[config.mk]
export PLATFORM = sky130hd
export DESIGN_NAME = topk_stream
export DESIGN_NICKNAME = d
export VERILOG_FILES = /design/src/rtl/topk_stream.sv
export SDC_FILE = /design/constraint.sdc
export NUM_CORES = 2
export LEC_CHECK = 0
export CORE_AREA = 5 5 351 353
export DETAILED_ROUTE_END_ITERATION = 10
export DIE_AREA = 0 0 356 358
export PLACE_DENSITY = 0.74
export SETUP_SLACK_MARGIN = 0.02
export SLEW_MARGIN = 20
export SYNTH_ARGS = -nofsm -noshare
export SYNTH_HDL_FRONTEND = slang
export SYNTH_SLANG_ARGS = --single-unit
export TNS_END_PERCENT = 50
[constraint.sdc]
create_clock -name clk -period 6.27 [get_ports clk]
set_input_delay 0.9405 -clock clk [delete_from_list [all_inputs] [get_ports clk]]
set_output_delay 0.9405 -clock clk [all_outputs]
set_load 0.05 [all_outputs]
[src/rtl/topk_stream.sv]
// topk_stream: streaming top-K selector.
//   Accepts frames as beats of L = 2**LOG_LANES elements over a valid/ready
//   handshake. Inserts one lane per cycle into a sorted K-entry table (best
//   first), then presents the table on a valid/ready result port at frame end
//   and clears itself for the next frame.
// Ports:
//   clk, rst (async, active-low)
//   i_valid/i_ready/i_last/i_min/x   input beat handshake, frame end, mode, data
//   o_valid/o_ready                  result handshake
//   y, y_idx, o_count                sorted values, source indices, fill count
//
// state  | meaning
// -------+-----------------------------------------------------------
// S_IDLE | waiting for an input beat, i_ready=1
// S_INS  | inserting the latched beat, one lane per cycle
// S_OUT  | frame result held on outputs until o_ready
module topk_stream #(
    parameter int DATA_WIDTH = 32,
    parameter int LOG_LANES  = 2,
    parameter int K          = 16,
    parameter int IDX_WIDTH  = 16,
    parameter int SIGNED     = 1
) (
    input  logic                                 clk,
    input  logic                                 rst,
    input  logic                                 i_valid,
    output logic                                 i_ready,
    input  logic                                 i_last,
    input  logic                                 i_min,
    input  logic [DATA_WIDTH*(2**LOG_LANES)-1:0] x,
    output logic                                 o_valid,
    input  logic                                 o_ready,
    output logic [DATA_WIDTH*K-1:0]              y,
    output logic [IDX_WIDTH*K-1:0]               y_idx,
    output logic [$clog2(K+1)-1:0]               o_count
);

    localparam int L  = 2**LOG_LANES;
    localparam int CW = $clog2(K+1);
    localparam int LW = (LOG_LANES > 0) ? LOG_LANES : 1;

    typedef enum logic [1:0] {S_IDLE, S_INS, S_OUT} state_t;

    state_t                     state_q, state_d;
    logic [LW-1:0]              lane_q, lane_d;
    logic [DATA_WIDTH*L-1:0]    beat_q, beat_d;
    logic                       last_q, last_d;
    logic                       min_q, min_d;
    logic                       first_q, first_d;
    logic [IDX_WIDTH-1:0]       idx_q, idx_d;
    logic [CW-1:0]              count_q, count_d;
    logic [DATA_WIDTH-1:0]      val_q [K];
    logic [DATA_WIDTH-1:0]      val_d [K];
    logic [IDX_WIDTH-1:0]       vid_q [K];
    logic [IDX_WIDTH-1:0]       vid_d [K];

    logic [DATA_WIDTH-1:0]      elem;
    logic [K-1:0]               keep;
    logic [K:0]                 keep_ext;

    function automatic logic elem_better(input logic [DATA_WIDTH-1:0] a,
                                         input logic [DATA_WIDTH-1:0] b,
                                         input logic mn);
        logic gt;
        logic lt;
        gt = 1'b0;
        lt = 1'b0;
        if (SIGNED != 0) begin
            gt = $signed(a) > $signed(b);
            lt = $signed(a) < $signed(b);
        end else begin
            gt = a > b;
            lt = a < b;
        end
        return mn ? lt : gt;
    endfunction

    assign elem = beat_q[lane_q*DATA_WIDTH +: DATA_WIDTH];

    // keep[i]: slot i is filled and at least as good as the new element.
    // Because the table is sorted, keep is a prefix; its length is the
    // insertion position. Equal entries stay ahead, so earlier wins ties.
    always_comb begin
        keep = '0;
        for (int i = 0; i < K; i++) begin
            keep[i] = (CW'(i) < count_q) && !elem_better(elem, val_q[i], min_q);
        end
        // keep_ext[i] is keep[i-1], with a virtual always-kept slot above 0
        keep_ext = {keep, 1'b1};
    end

    always_comb begin
        state_d = state_q;
        lane_d  = lane_q;
        beat_d  = beat_q;
        last_d  = last_q;
        min_d   = min_q;
        first_d = first_q;
        idx_d   = idx_q;
        count_d = count_q;
        val_d   = val_q;
        vid_d   = vid_q;
        i_ready = 1'b0;
        o_valid = 1'b0;

        case (state_q)
            S_IDLE: begin
                i_ready = 1'b1;
                if (i_valid) begin
                    beat_d = x;
                    last_d = i_last;
                    if (first_q) begin
                        min_d   = i_min;
                        first_d = 1'b0;
                    end
                    lane_d  = '0;
                    state_d = S_INS;
                end
            end
            S_INS: begin
                // Slot 0 takes the element unless it is kept; other slots
                // take the element at the insertion point or shift down.
                if (!keep[0]) begin
                    val_d[0] = elem;
                    vid_d[0] = idx_q;
                end
                for (int i = 1; i < K; i++) begin
                    if (!keep[i]) begin
                        if (keep_ext[i]) begin
                            val_d[i] = elem;
                            vid_d[i] = idx_q;
                        end else begin
                            val_d[i] = val_q[i-1];
                            vid_d[i] = vid_q[i-1];
                        end
                    end
                end
                idx_d = idx_q + 1'b1;
                if (count_q < CW'(K)) begin
                    count_d = count_q + 1'b1;
                end
                lane_d = lane_q + 1'b1;
                if (lane_q == LW'(L-1)) begin
                    state_d = last_q ? S_OUT : S_IDLE;
                end
            end
            S_OUT: begin
                o_valid = 1'b1;
                if (o_ready) begin
                    for (int i = 0; i < K; i++) begin
                        val_d[i] = '0;
                        vid_d[i] = '0;
                    end
                    count_d = '0;
                    idx_d   = '0;
                    first_d = 1'b1;
                    state_d = S_IDLE;
                end
            end
            default: state_d = S_IDLE;
        endcase
    end

    always_ff @(posedge clk or negedge rst) begin
        if (!rst) begin
            state_q <= S_IDLE;
            lane_q  <= '0;
            beat_q  <= '0;
            last_q  <= 1'b0;
            min_q   <= 1'b0;
            first_q <= 1'b1;
            idx_q   <= '0;
            count_q <= '0;
            for (int i = 0; i < K; i++) begin
                val_q[i] <= '0;
                vid_q[i] <= '0;
            end
        end else begin
            state_q <= state_d;
            lane_q  <= lane_d;
            beat_q  <= beat_d;
            last_q  <= last_d;
            min_q   <= min_d;
            first_q <= first_d;
            idx_q   <= idx_d;
            count_q <= count_d;
            for (int i = 0; i < K; i++) begin
                val_q[i] <= val_d[i];
                vid_q[i] <= vid_d[i];
            end
        end
    end

    always_comb begin
        y     = '0;
        y_idx = '0;
        for (int i = 0; i < K; i++) begin
            y[i*DATA_WIDTH +: DATA_WIDTH]    = val_q[i];
            y_idx[i*IDX_WIDTH +: IDX_WIDTH]  = vid_q[i];
        end
    end

    assign o_count = count_q;

endmodule
# ---- Word level (Yosys, flattened, before mapping)
# Index checks and enable logic that the tools add are counted.
dict set report word_totals {
  word_cells 274
  input_bits 134
  output_inout_bits 775
  register_bits 924
}
dict set report classes {
  muxes 99
  n_lt_le_gt_ge 49
  addsub 3
  shift 1
  reduce_logical 59
  eq_ne 23
}
# cell count
set op_table {}
lappend op_table {{one-hot mux 512 bit (2 select lines)} 1}
lappend op_table {{two-way mux 32 bit} 31}
lappend op_table {{> comparator 32 bit} 16}
lappend op_table {{< comparator 32 bit} 16}
lappend op_table {{two-way mux 16 bit} 32}
lappend op_table {{two-way mux 512 bit} 1}
lappend op_table {{one-hot mux 256 bit (2 select lines)} 1}
lappend op_table {{two-way mux 256 bit} 1}
lappend op_table {{indexed part select 128 x 8 -> 32 bit} 1}
lappend op_table {{AND reduction 3 bit} 20}
lappend op_table {{< comparator 4 x 5 -> 1 bit (first input constant)} 8}
lappend op_table {{inequality test 2 bit (second input constant)} 20}
lappend op_table {{one-hot mux 16 bit (2 select lines)} 1}
lappend op_table {{< comparator 3 x 5 -> 1 bit (first input constant)} 4}
lappend op_table {{two-way mux 1 bit} 20}
lappend op_table {{adder 16 x 1 -> 16 bit (second input constant)} 1}
lappend op_table {{logical AND 1 bit} 16}
lappend op_table {{zero test 1 bit} 16}
lappend op_table {{< comparator 1 x 5 -> 1 bit (first input constant)} 2}
lappend op_table {{< comparator 2 x 5 -> 1 bit (first input constant)} 2}
lappend op_table {{two-way mux 2 bit} 5}
lappend op_table {{two-way mux 5 bit} 2}
lappend op_table {{one-hot mux 5 bit (2 select lines)} 1}
lappend op_table {{one-hot mux 2 bit (3 select lines)} 1}
lappend op_table {{10 further kinds} 15}

# ---- Longest topological paths before layout
dict set report depth {
  depth_word 8
  ltp_mapped 19
  ltp_nobuf 12
}

# ---- Least setup slack after synthesis
# No wires, ideal clock.
dict set report synth_timing {
  path_kind {register to register}
  startpoint {register lane_q[0]}
  endpoint {register val_q, in the netlist y[11]}
  path_stages_with_launch 18
  n_path_buf 6
  period_less_slack_ps 5311
  setup_time_ps 68
  path_slack_ps 959
  required_time_ps 6202
  arrival_time_ps 5243
  cell_sequence {dfrtp_1 -> clkbuf_1 -> buf_1 -> mux4_2 -> clkbuf_1 -> buf_1 -> ha_1 -> a21oi_1 -> o21ai_0 -> a221o_1 -> or3_1 -> a21oi_1 -> xnor2_1 -> mux2_2 -> o31ai_2 -> buf_2 -> buf_2 -> a22o_1}
}
dict set report synth_between {
  elab_chain_cells 7
  word_cells_on_any_way 10
  cone_classes {order compare (2); eq/ne (1); shift (1); mux (3); reduce/logical (3)}
}
# item line
set synth_rtl {}
lappend synth_rtl {{start: declaration} 45} ;# logic [LW-1:0] lane_q, lane_d;
lappend synth_rtl {{start signal: assignment} 180} ;# lane_q <= lane_d;
lappend synth_rtl {{indexed part select 128 x 8 -> 32 bit *} 78} ;# assign elem = beat_q[lane_q*DATA_WIDTH +: DATA_WIDTH];
lappend synth_rtl {{> comparator 32 bit / < comparator 32 bit (equally long branches)} {69, 70}}
lappend synth_rtl {{two-way mux 1 bit} 75} ;# return mn ? lt : gt;
lappend synth_rtl {{zero test 1 bit} 86} ;# keep[i] = (CW'(i) < count_q) && !elem_better(elem, val_q[i], min_q);
lappend synth_rtl {{logical AND 1 bit} 86}
lappend synth_rtl {{inequality test 2 bit (no line)} --}
lappend synth_rtl {{AND reduction 3 bit (no line)} --}
lappend synth_rtl {{end signal: indexed assignment} 188} ;# val_q[i] <= val_d[i];
lappend synth_rtl {{end: declaration} 52} ;# logic [DATA_WIDTH-1:0] val_q [K];
# Mark *: on every way between the ends. The rest lies on a longest branch, timed or not. The select of a mux whose other input is x is not followed.
# A chain may end at the register's enable or synchronous reset.

# ---- Worst setup path after layout
dict set report layout_timing {
  startpoint {register lane_q[0]}
  endpoint {register vid_q, in the netlist y_idx[252]}
}
dict set report layout_between {
  elab_chain_cells 8
  word_cells_on_any_way 16
  cone_classes {order compare (4); eq/ne (1); shift (1); mux (5); reduce/logical (5)}
}
# item line
set layout_rtl {}
lappend layout_rtl {{indexed part select 128 x 8 -> 32 bit *} 78}
lappend layout_rtl {{> comparator 32 bit / < comparator 32 bit (equally long branches)} {69, 70}}
lappend layout_rtl {{two-way mux 1 bit} 75}
lappend layout_rtl {{zero test 1 bit} 86}
lappend layout_rtl {{logical AND 1 bit} 86}
lappend layout_rtl {{two-way mux 16 bit} 129} ;# if (keep_ext[i]) begin
lappend layout_rtl {{two-way mux 16 bit} 128} ;# if (!keep[i]) begin
lappend layout_rtl {{one-hot mux 256 bit (2 select lines)} 106} ;# case (state_q)
lappend layout_rtl {{end signal: indexed assignment} 189} ;# vid_q[i] <= vid_d[i];
lappend layout_rtl {{end: declaration} 54} ;# logic [IDX_WIDTH-1:0] vid_q [K];
# Marks and branches as above.

==> impl_metrics.toml <==
[die]
coreArea_mm2 = 0.119
die_h_um = 358
num_io_pins = 909
dieArea_mm2 = 0.127
die_w_um = 356
start_util_pct = 48.5
rows = 127

[timing]
fin_tns_setup_ns = 0
worstMarginPinSlew_ns = 1.15
rsz0062_at_grt = "no"
finalClockSkew_ns = 0.0295
max-slew-margin-rel_pct = 22.9
final.period_utilization_pct = 95.3
drv_slew = 0
fin_worst_hold_slack_ns = 0.276
setup_viol = 0
setup_ws_ns = 0.294
hold_violations = 0
max_freq_mhz = 167
period_needed_ns = 5.98

[synth]
avgSynthCellArea_um2 = 9.68
synth_most_common_cell = "mux2i_1"
syn_area_mm2 = 0.0579
synthCells = 5983
post-synth-top-area-fraction_pct = 39.9
synth_area_leader_cell = "dfrtp_1"
synth_edf_count = 0
ys_top_cells_by_area = "dfrtp_1, mux2i_1, ha_1"
syn_nets = 6632
async_reset_ff_share_pct = 100
ys_warn_count = 0
yosysSeqAreaShare_pct = 39.9
synth_ff_type = "dfrtp_1"
synth.distinct_cells = 65
synth-seq-cells = 924
synth_common_cells = "mux2i_1, nand2_1, dfrtp_1"

[critical_path]
critPathCaptureType = "flop"
r2r_end = "y_idx[252]$_DFFE_PN0P_"
reg2reg_from = "lane_q[0]$_DFFE_PN0P_"
critPathLaunchType = "flop"
critical_path.max_fanout = 32
crit_type = "flop to flop"
worstPathRequired_ns = 6.83
worstPathArrival_ns = 6.54
r2r_slack_ns = 0.29
ff2ff_path_depth = 14

[cts]
cts_setup_buffers = 0
cts_tree = "done"
cts.sinks = 924
post_cts_resized = 0
cts-buffers-inserted = 105
h-tree-depth = 3
cts_hold_buffers = 0
clockBufferDepth = 3
clk-insertion-delay-late_ns = 0.72
clkTransAtPathRegs_ns = 0.06
clock-root-buffer = "clkbuf_16"

[placed_design]
dpl_cell_area_mm2 = 0.0690
dp_hpwl_mm = 177
gp_congestion = 0.953
place_ws_ns = 0.154
portBuffers = 908

[route]
dr_total_vias = 51200
wl_per_cell_um = 28.6
drt-total-wl_mm = 240
wl_met2_mm = 112
drt_first_iter_violations = 5150
antenna_left = 0
drc = 0
firstDrtPassIters = 6
top_layer = "met4"
met3_wirelength_mm = 22.4
wl_met1_mm = 89.4
viasPerCell = 6.11

[min_path]
hold_class = "input port to asynchronous set/reset pin"

[grt]
grt_usage_pct = 36.5
grt_antenna_before_repair = 2
grt_pass1_wl_mm = 348
grt_max_degree = 185
grt_overflow_total = 0
grt_pass1_vias = 51500

[cells_and_area]
area_delta_synth_final_pct = 25.1
drive_gt1_share_pct = 5.75
fin_nets = 7346
n_antenna_cell = 0
fin_area_mm2 = 0.0725

[status]
status = "finished clean"

[run]
drv_cap = 0
[placed cells by master (no fill, tap or decap), drive strengths merged, types with 24 or more instances in the layout]
| cell type | instances |
|---|---|
| o2bb2ai | 49 |
| o211ai | 34 |
| a22o | 51 |
| dfrtp | 923 |
| mux2i | 1155 |
| mux4 | 32 |
| and3 | 24 |
| o21ai | 178 |
| inv | 522 |
| nand4 | 105 |
| a32o | 34 |
| nor3 | 59 |
| a221oi | 46 |
| clkbuf | 158 |
| nand2 | 1090 |
| nand3 | 165 |
| buf | 135 |
| clkdlybuf4s50 | 907 |
| a21oi | 238 |
| ha | 515 |
| nor2 | 61 |
| a221o | 54 |
[cells by family (layout without fill, tap and decap cells)]
family,count (synthesis),in the layout,share of synthesized area (%)
adders and majority gates,515,515,11.1
xor gates and xnor gates,20,20,0.302
DFF,924,924,39.9
and+or+nand+nor,1588,1588,11.8
AOI/OAI and AO/OA,791,791,9.28
buffers and inverters,953,1749,6.34
muxes,1192,1192,21.3
[critical path, stage by stage (launching register included)]
cell and delay (ns):
dfrtp_2 0.79, buf_4 0.34, mux4_2 0.77, buf_4 0.32, ha_1 0.34, a21oi_1 0.17
o21ai_0 0.25, a221o_1 0.43, o31ai_2 0.70, nand4b_1 0.15, o21ai_0 0.30, mux2_2 0.45
nor2_4 0.10, buf_4 0.44, o2bb2ai_1 0.15
[per-stage QoR]
stage | util (%) | cells
2_1_floorplan | - | 5983
3_3_place_gp | 57.7 | 8202
3_5_place_dp | 57.7 | 8202
4_1_cts | 60.6 | 8391
5_1_grt | 60.7 | 8391
6_report | 60.7 | 8391
[layout make-up]
type                            count  area [um2]
Timing Repair Buffer             1042       10500
Clock buffer                      158        3090
Tap cell                         1612        2020
Sequential cell                   924       23100
Multi-Input combinational cell   4106       31400
Inverter                          518        1940
Fill cell                       10000       47000
Clock inverter                     31         385
[sequential cells by signal, indices dropped and copies added (netlist names)]
name,count
y_idx,256
first_q,1
lane_q,2
beat_q,128
idx_q,16
y,512
min_q,1
o_count,5
state_q,2
last_q,1
[how the worst max path moves through the flow]
stage | from | endpoint | cells past startpoint
after floorplan | lane_q[0]$_DFFE_PN0P_ | y[11]$_DFFE_PN0P_ | 17
after global placement | lane_q[0]$_DFFE_PN0P_ | y_idx[253]$_DFFE_PN0P_ | 14
after CTS | lane_q[0]$_DFFE_PN0P_ | y_idx[252]$_DFFE_PN0P_ | 14
final | lane_q[0]$_DFFE_PN0P_ | y_idx[252]$_DFFE_PN0P_ | 14
after detailed placement | lane_q[0]$_DFFE_PN0P_ | y_idx[254]$_DFFE_PN0P_ | 14
after global routing | lane_q[0]$_DFFE_PN0P_ | y_idx[254]$_DFFE_PN0P_ | 14
[routing by layer]
metal | vias up | global-route usage (%)
met1 | 25700 | 43.7
met2 | 2506 | 59.7
met5 | - | 0
met3 | 663 | 9.73
li1 | 22400 | -
met4 | 0 | 20.7
Power is not shown: default switching activity piles up to over one toggle a cycle in this logic, so the estimate is an artifact.
